`src/rtl/alu_seq_param.sv`:
```
// Byte-serial ALU: operands A and B are loaded one byte per wr strobe, the
// result is computed in one EXEC cycle and then read out one byte per rd strobe.
module alu_seq_param #(
  parameter int unsigned WIDTH = 16
) (
  input  logic       clk,
  input  logic       rst_n,
  input  logic       ena,
  input  logic [7:0] ui_in,
  input  logic [7:0] uio_in,
  output logic [7:0] uo_out,
  output logic [7:0] uio_out,
  output logic [7:0] uio_oe
);

  localparam int unsigned BYTES = WIDTH / 8;
  localparam int unsigned NBYTE = 2 * BYTES;
  localparam int unsigned CW    = $clog2(NBYTE);

  typedef enum logic [1:0] {
    LOAD = 2'd0,
    EXEC = 2'd1,
    OUT  = 2'd2
  } state_t;

  state_t           state_q;
  logic [CW-1:0]    cnt_q;
  logic [WIDTH-1:0] a_q;
  logic [WIDTH-1:0] b_q;
  logic [2:0]       op_q;
  logic [WIDTH-1:0] res_q;
  logic             res_carry_q;
  logic             res_zero_q;
  logic [7:0]       uo_q;
  logic             valid_q;
  logic             carry_q;
  logic             zero_q;

  logic wr_c;
  logic rd_c;
  logic unused_ok;

  assign wr_c      = uio_in[0];
  assign rd_c      = uio_in[1];
  assign unused_ok = ^uio_in[7:5];

  // Arithmetic core, evaluated on the latched operands and op.
  logic [WIDTH:0]     sum_c;
  logic [WIDTH:0]     diff_c;
  logic [2*WIDTH-1:0] prod_c;
  logic [WIDTH-1:0]   res_c;
  logic               carry_c;

  assign sum_c  = {1'b0, a_q} + {1'b0, b_q};
  assign diff_c = {1'b0, a_q} - {1'b0, b_q};
  assign prod_c = {WIDTH'(0), a_q} * {WIDTH'(0), b_q};

  always_comb begin
    res_c   = '0;
    carry_c = 1'b0;
    case (op_q)
      3'b000: {carry_c, res_c} = sum_c;
      3'b001: {carry_c, res_c} = diff_c;
      3'b010: res_c = a_q & b_q;
      3'b011: res_c = a_q | b_q;
      3'b100: res_c = a_q ^ b_q;
      3'b101: begin
        res_c   = a_q << 1;
        carry_c = a_q[WIDTH-1];
      end
      3'b110: begin
        res_c   = a_q >> 1;
        carry_c = a_q[0];
      end
      default: begin
        res_c   = prod_c[WIDTH-1:0];
        carry_c = |prod_c[2*WIDTH-1:WIDTH];
      end
    endcase
  end

  // Result byte to present next: a rd advances the index in the same cycle.
  logic [CW-1:0] out_idx_c;
  logic [7:0]    out_byte_c;

  assign out_idx_c = rd_c ? cnt_q + CW'(1) : cnt_q;

  always_comb begin
    out_byte_c = '0;
    for (int i = 0; i < int'(BYTES); i++) begin
      if (out_idx_c == CW'(i)) out_byte_c = res_q[i*8 +: 8];
    end
  end

  // Sequencer, operand/result storage and registered outputs.
  always_ff @(posedge clk or negedge rst_n) begin
    if (!rst_n) begin
      state_q     <= LOAD;
      cnt_q       <= '0;
      a_q         <= '0;
      b_q         <= '0;
      op_q        <= 3'b000;
      res_q       <= '0;
      res_carry_q <= 1'b0;
      res_zero_q  <= 1'b0;
      uo_q        <= '0;
      valid_q     <= 1'b0;
      carry_q     <= 1'b0;
      zero_q      <= 1'b0;
    end else if (ena) begin
      case (state_q)
        LOAD: begin
          uo_q    <= '0;
          valid_q <= 1'b0;
          carry_q <= 1'b0;
          zero_q  <= 1'b0;
          if (wr_c) begin
            for (int i = 0; i < int'(BYTES); i++) begin
              if (cnt_q == CW'(i))         a_q[i*8 +: 8] <= ui_in;
              if (cnt_q == CW'(i + BYTES)) b_q[i*8 +: 8] <= ui_in;
            end
            if (cnt_q == CW'(NBYTE - 1)) begin
              op_q    <= uio_in[4:2];
              cnt_q   <= '0;
              state_q <= EXEC;
            end else begin
              cnt_q <= cnt_q + CW'(1);
            end
          end
        end

        EXEC: begin
          res_q       <= res_c;
          res_carry_q <= carry_c;
          res_zero_q  <= (res_c == '0);
          state_q     <= OUT;
        end

        OUT: begin
          if (wr_c) begin
            a_q[7:0] <= ui_in;
            cnt_q    <= CW'(1);
            state_q  <= LOAD;
            uo_q     <= '0;
            valid_q  <= 1'b0;
            carry_q  <= 1'b0;
            zero_q   <= 1'b0;
          end else if (rd_c && cnt_q == CW'(BYTES - 1)) begin
            cnt_q   <= '0;
            state_q <= LOAD;
            uo_q    <= '0;
            valid_q <= 1'b0;
            carry_q <= 1'b0;
            zero_q  <= 1'b0;
          end else begin
            cnt_q   <= out_idx_c;
            uo_q    <= out_byte_c;
            valid_q <= 1'b1;
            carry_q <= res_carry_q;
            zero_q  <= res_zero_q;
          end
        end

        default: begin
          state_q <= LOAD;
          cnt_q   <= '0;
        end
      endcase
    end
  end

  assign uo_out  = uo_q;
  assign uio_out = {zero_q, carry_q, valid_q, 5'b00000};
  assign uio_oe  = 8'hE0;

endmodule
```
`config.mk`:
```
export PLATFORM = sky130hd
export DESIGN_NAME = alu_seq_param
export DESIGN_NICKNAME = d
export VERILOG_FILES = /design/src/rtl/alu_seq_param.sv
export SDC_FILE = /design/constraint.sdc
export NUM_CORES = 1
export LEC_CHECK = 0
export CAP_MARGIN = 20
export CORE_ASPECT_RATIO = 0.7
export CORE_MARGIN = 4
export CORE_UTILIZATION = 55
export DETAILED_ROUTE_END_ITERATION = 6
export PLACE_DENSITY = 0.77
export SLEW_MARGIN = 5
export SYNTH_ARGS = -nofsm -noshare
export SYNTH_HDL_FRONTEND = slang
export SYNTH_SLANG_ARGS = --single-unit
```
`constraint.sdc`:
```
create_clock -name clk -period 10.5 [get_ports clk]
set_clock_uncertainty 0.15 [all_clocks]
set_input_delay 1.05 -clock clk [delete_from_list [all_inputs] [get_ports clk]]
set_output_delay 1.05 -clock clk [all_outputs]
set_load 0.01 [all_outputs]
```
==> flow_summary.toml, run 1 <==
[finish]
layout-drive-gt1-share = 0.0614
n_antenna_cell = 0
fin_nets = 2012
synthToLayoutAreaGrowth_pct = 4.86
fin_cells = 1971

[grt]
grt_max_degree = 69
grt-ovfl-total = 0
grt_pass1_wl_mm = 68.4
antenna_found_initial = 0
first_global_vias = 12159
grt_use_total = 0.306

[die]
start_util = 0.568
dieArea_sq_mm = 0.0285
core-area_sq_mm = 0.0250
die-height_um = 143
die_w_um = 200
rows = 48
pin_count = 43

[clock_network]
post_cts_buffers = 0
clk_path_buf_depth = 2
cts_buffers = 9
cts_tree = "yes"
clkLatencyLatePin_ps = 330
cts_hold_buf = 0
root_buffer = "clkbuf_16"
cts.htree.levels = 3
cts.sinks = 68
cts_resized = 0
cts.clk_slew.worst_paths_ps = 60

[sta]
rsz0062_at_grt = "false"
tightest_slew_ps = 1140
timing_hold_violations_final = 0
fin_setup_tns_ps = 0
min_period_ps = 7920
setup_viol = 0
period_share = 0.754
drv_slew = 0
whs_ps = 314
maxSlewHeadroom = 0.239
max_freq_mhz = 126

[synth]
synth_seq_cells = 68
synth-main-ff-cell = "dfrtp_1"
synth_enable_flop_cells = 0
ys_seq_area_frac = 0.120
async_flop_share = 1.00
yosysWarnings = 0
syn_inst = 1674
netlist_area_sq_mm = 0.0142
avgSynthCellArea_sq_um = 8.50
yosysUniqueCellTypes = 90

[placement]
gp_congestion = 1.02
dp_hpwl_mm = 34.9
place_inst = 1953
io_buffers = 26

[critical_path]
worstPathRequired_ps = 10530
arrival_ps = 7950
end_kind = "flip-flop"
critical_path_peak_fanout = 14
crit_type = "reg2reg"
cp-start-kind = "flip-flop"

[routing]
vias_per_cell = 6.30
drc_errors = 0
drt_wl_total_mm = 43.9
firstDrtPassIters = 7
vias = 12427
antenna_left = 0
routedWlPerCell_um = 22.2
drt_iter0_markers = 1774

[outcome]
status = "completed"

[worst_hold_path]
hold_path.class = "reg2reg"

[flow_run]
drv_cap = 0
-- sequential cells by signal (all words and copies together), names as in the netlist, 2 cells and up --
name / flops
a_q: 16
state_q: 2
op_q: 3
res_q: 16
cnt_q: 2
b_q: 16
uo_out: 8
-- critical path, stage by stage (launching register included) --
cell and delay, ps:
dfrtp_1 890, clkinv_1 590, nor2_1 320, fa_1 440, inv_1 80, fa_1 400
inv_1 80, fa_1 440, fa_1 420, inv_1 90, fa_1 440, fa_1 490
inv_1 40, ha_1 510, and4_1 350, nand3_1 190, a2111oi_2 530, nor3_1 140
mux2i_1 170, a311oi_1 350, o211ai_1 230, nor4b_2 250, a31oi_1 160
-- per-layer routing --
| metal | up-vias | global-route usage | part of all wire |
|---|---|---|---|
| met3 | 87 | 0.117 | 0.15 |
| met5 | - | 0 | 0 |
| li1 | 5434 | - | - |
| met2 | 785 | 0.426 | 0.40 |
| met1 | 6121 | 0.450 | 0.42 |
| met4 | 0 | 0.0778 | 0.026 |
-- cells in the final DEF, fill, tap and decap left out, types with 22 or more instances in the layout --
cell	netlist	layout
fa_1	196	196
ha_1	156	156
clkdlybuf4s50_1	0	25
a21oi_1	67	67
dfrtp_1	68	68
a221oi_1	23	23
nand3_1	22	22
mux2_2	35	35
o21ai_0	76	76
nor2_1	165	165
nand2_1	219	219
inv_1	261	261
-- cells by family (layout without fill, tap and decap cells) --
| logic type | after synthesis | in the layout | synth area share |
|---|---|---|---|
| other cells | 2 | 13 | 0.000528 |
| flops | 68 | 68 | 0.120 |
| compound gates | 331 | 331 | 0.168 |
| simple gates | 480 | 480 | 0.143 |
| fa+ha+maj | 352 | 352 | 0.413 |
| mux | 46 | 46 | 0.0358 |
| buf+inv | 373 | 334 | 0.106 |
| xor+xnor | 22 | 22 | 0.0135 |
-- area by class of cell --
type                            count  area, sq um
Multi-Input combinational cell   1244        11100
Sequential cell                    68         1700
Fill cell                        2200        10100
Tap cell                          325          407
Clock buffer                        9          225
Clock inverter                      7          123
Inverter                          278         1040
Timing Repair Buffer               40          360
-- synth_stat cells, types with 7 or more instances --
master	number	area, sq um
a211oi_1	9	67.6
a21o_1	13	97.6
a21oi_1	67	335
a221oi_1	23	201
a31oi_1	8	50.1
buf_2	17	85.1
buf_4	17	128
clkbuf_1	55	206
clkinv_1	14	52.6
dfrtp_1	68	1700
fa_1	196	3920
ha_1	156	1950
inv_1	261	980
mux2_2	35	394
mux2i_1	10	100
nand2_1	219	822
nand2b_1	10	62.6
nand3_1	22	110
nand4_1	8	50.1
nor2_1	165	619
nor2b_1	10	62.6
nor3_1	16	80.1
o211ai_1	10	75.1
o21ai_0	76	380
o21bai_1	7	52.6
o221ai_1	9	78.8
o22ai_1	11	68.8
o31ai_1	14	105
xnor2_1	15	131
xor2_1	7	61.3
-- final timing paths --
check | to | startpoint | slack (ps) | depth (start not counted)
worst max register to register | res_carry_q | a_q[11] | 2580 | 22
worst max-delay path | res_carry_q | a_q[11] | 2580 | 22
worst min register to register | zero_q | zero_q | 310 | 2
min in group asynchronous | res_q[1] | rst_n | 780 | 2
max in group asynchronous | b_q[11] | rst_n | 8830 | 2
worst min-delay path | zero_q | zero_q | 310 | 2
-- through the flow --
step / instance area (sq um) / util / setup slack [ps]
floorplan: 14300 / - / 4210
global placement: 14600 / 0.581 / 2930
detailed placement: 14600 / 0.581 / 2880
CTS: 14900 / 0.595 / 2850
global route: 14900 / 0.596 / 2450
finish: 14900 / 0.596 / 2580
Power of run 1 is not shown: default switching activity piles up to over one toggle a cycle in this logic, so the estimate is an artifact.
==> inputs of run 2 (changes only) <==
==> constraint.sdc (replaced) <==
create_clock -name clk -period 8.1 [get_ports clk]
set_clock_uncertainty 0.15 [all_clocks]
set_input_delay 0.81 -clock clk [delete_from_list [all_inputs] [get_ports clk]]
set_output_delay 0.81 -clock clk [all_outputs]
set_load 0.01 [all_outputs]
==> flow_summary.toml, run 2 (synthesis gave the netlist of run 1 again) <==
[outcome]
violations = "DRC"
status = "finished with violations"

[critical_path]
max_stage_delay_ps = 810
reg2reg_from = "a_q[8]"
arrival_ps = 7560
crit_type = "reg2reg"
cp.depth = 20
crit_path_start = "a_q[8]"
r2r_slack_ps = 580
end_kind = "flip-flop"
cp-endpoint = "res_carry_q"
worstPathRequired_ps = 8140
path_cells = "inv_1, nor2_1, fa_1, inv_1, fa_1, fa_1, fa_1, fa_1, fa_1, inv_1, ha_1, and4_1, nand3_1, a2111oi_2, nor3_1, mux2i_1, a311oi_1, o211ai_1, nor4b_2, a31oi_1"
r2r_cells = 20
critical_path_peak_fanout = 15
critPathTopFamily = "adder cells"
cp-start-kind = "flip-flop"
cpMostUsedCell = "fa_1"
reg2reg_to = "res_carry_q"
critical_path_buf_inv_count = 3
slowest_stage = "dfrtp_1"

[die]
core-area_sq_mm = 0.0250
start_util = 0.568
dieArea_sq_mm = 0.0285
die_w_um = 200
pin_count = 43
rows = 48
die-height_um = 143

[grt]
first_global_vias = 11938
grt-ovfl-total = 0
grt_use_total = 0.302
grt_pass1_wl_mm = 67.8
antenna_found_initial = 0
grt_max_degree = 69

[routing]
vias = 12344
drt_wl_total_mm = 43.2
drc_errors = 1
routedWlPerCell_um = 21.7
firstDrtPassIters = 7
vias_per_cell = 6.21
drt_iter0_markers = 1666
antenna_left = 0

[clock_network]
cts_resized = 0
cts_buffers = 9
cts.sinks = 68
clk_path_buf_depth = 2
cts.htree.levels = 3
post_cts_buffers = 0
root_buffer = "clkbuf_16"
cts.clk_slew.worst_paths_ps = 60
clkLatencyLatePin_ps = 340
cts_hold_buf = 0
cts_tree = "yes"

[sta]
worst_slack_ps = 576
period_share = 0.929
maxSlewHeadroom = 0.253
max_freq_mhz = 133
drv_slew = 0
setup_viol = 0
rsz0062_at_grt = "false"
timing_hold_violations_final = 0
tightest_slew_ps = 1110
min_period_ps = 7520
fin_setup_tns_ps = 0

[placement]
pre_cts_slack_ps = 823
dpl_cell_area_sq_mm = 0.0147
dp_hpwl_mm = 35.1
io_buffers = 26
gp_congestion = 1.02

[finish]
layout-drive-gt1-share = 0.0710
post-route-util = 0.600
synthToLayoutAreaGrowth_pct = 5.68
fin_nets = 2029
design_area_sq_mm = 0.0150
reg.largest.list = "a_q (16), b_q (16), res_q (16)"
n_antenna_cell = 0
most-common-layout-cells = "261 x inv_1, 219 x nand2_1, 196 x fa_1, 165 x nor2_1, 156 x ha_1"
layout_commonest_cell = "inv_1"

[worst_hold_path]
hold_path.class = "reg2reg"

[flow_run]
drv_cap = 0
[run 2: cell count changes in the layout (fill, tap and decap cells not counted)]
cell / change
buf_4: +17
bufinv_16: -1
clkbuf_8: +2
clkinv_4: +1
inv_6: -2
[run 2: final cells by class]
cell class              instances  area (sq um)
clock buffers                  11           253
clock inverters                 5          83.8
fillers                      2157         10000
inverters                     278          1040
multi-input cells            1244         11100
flip-flops and latches         68          1700
well taps                     325           407
repair buffers                 57           488
[run 2: metrics by stage]
step / hold WS, ps / std cells
6_report: 319 / 1988
5_1_grt: 348 / 1988
4_1_cts: 327 / 1985
3_5_place_dp: 314 / 1969
3_3_place_gp: 305 / 1969
2_1_floorplan: 290 / 1685
[run 2: worst min-delay path by stage]
stage,depth (start not counted),startpoint,end,slack [ps]
after detailed placement,2,carry_q,carry_q,310
after global placement,2,carry_q,carry_q,310
after floorplan,2,carry_q,carry_q,290
after CTS,2,carry_q,carry_q,330
after global routing,2,uo_out[7],uo_out[7],350
final,2,carry_q,carry_q,320
[run 2: worst reg2reg max path, stage by stage (launching register included)]
cell and delay, ps:
dfrtp_1 810, inv_1 420, nor2_1 230, fa_1 430, inv_1 90, fa_1 460
fa_1 590, fa_1 440, fa_1 460, fa_1 490, inv_1 40, ha_1 390
and4_1 330, nand3_1 220, a2111oi_2 520, nor3_1 130, mux2i_1 180, a311oi_1 360
o211ai_1 230, nor4b_2 250, a31oi_1 170
[run 2: per-layer routing]
layer  global-route usage  part of all wire
met4               0.0713             0.021
met3                0.107              0.15
met1                0.452              0.43
met5                    0                 0
met2                0.420              0.40
Power of run 2 is left out for the same reason.
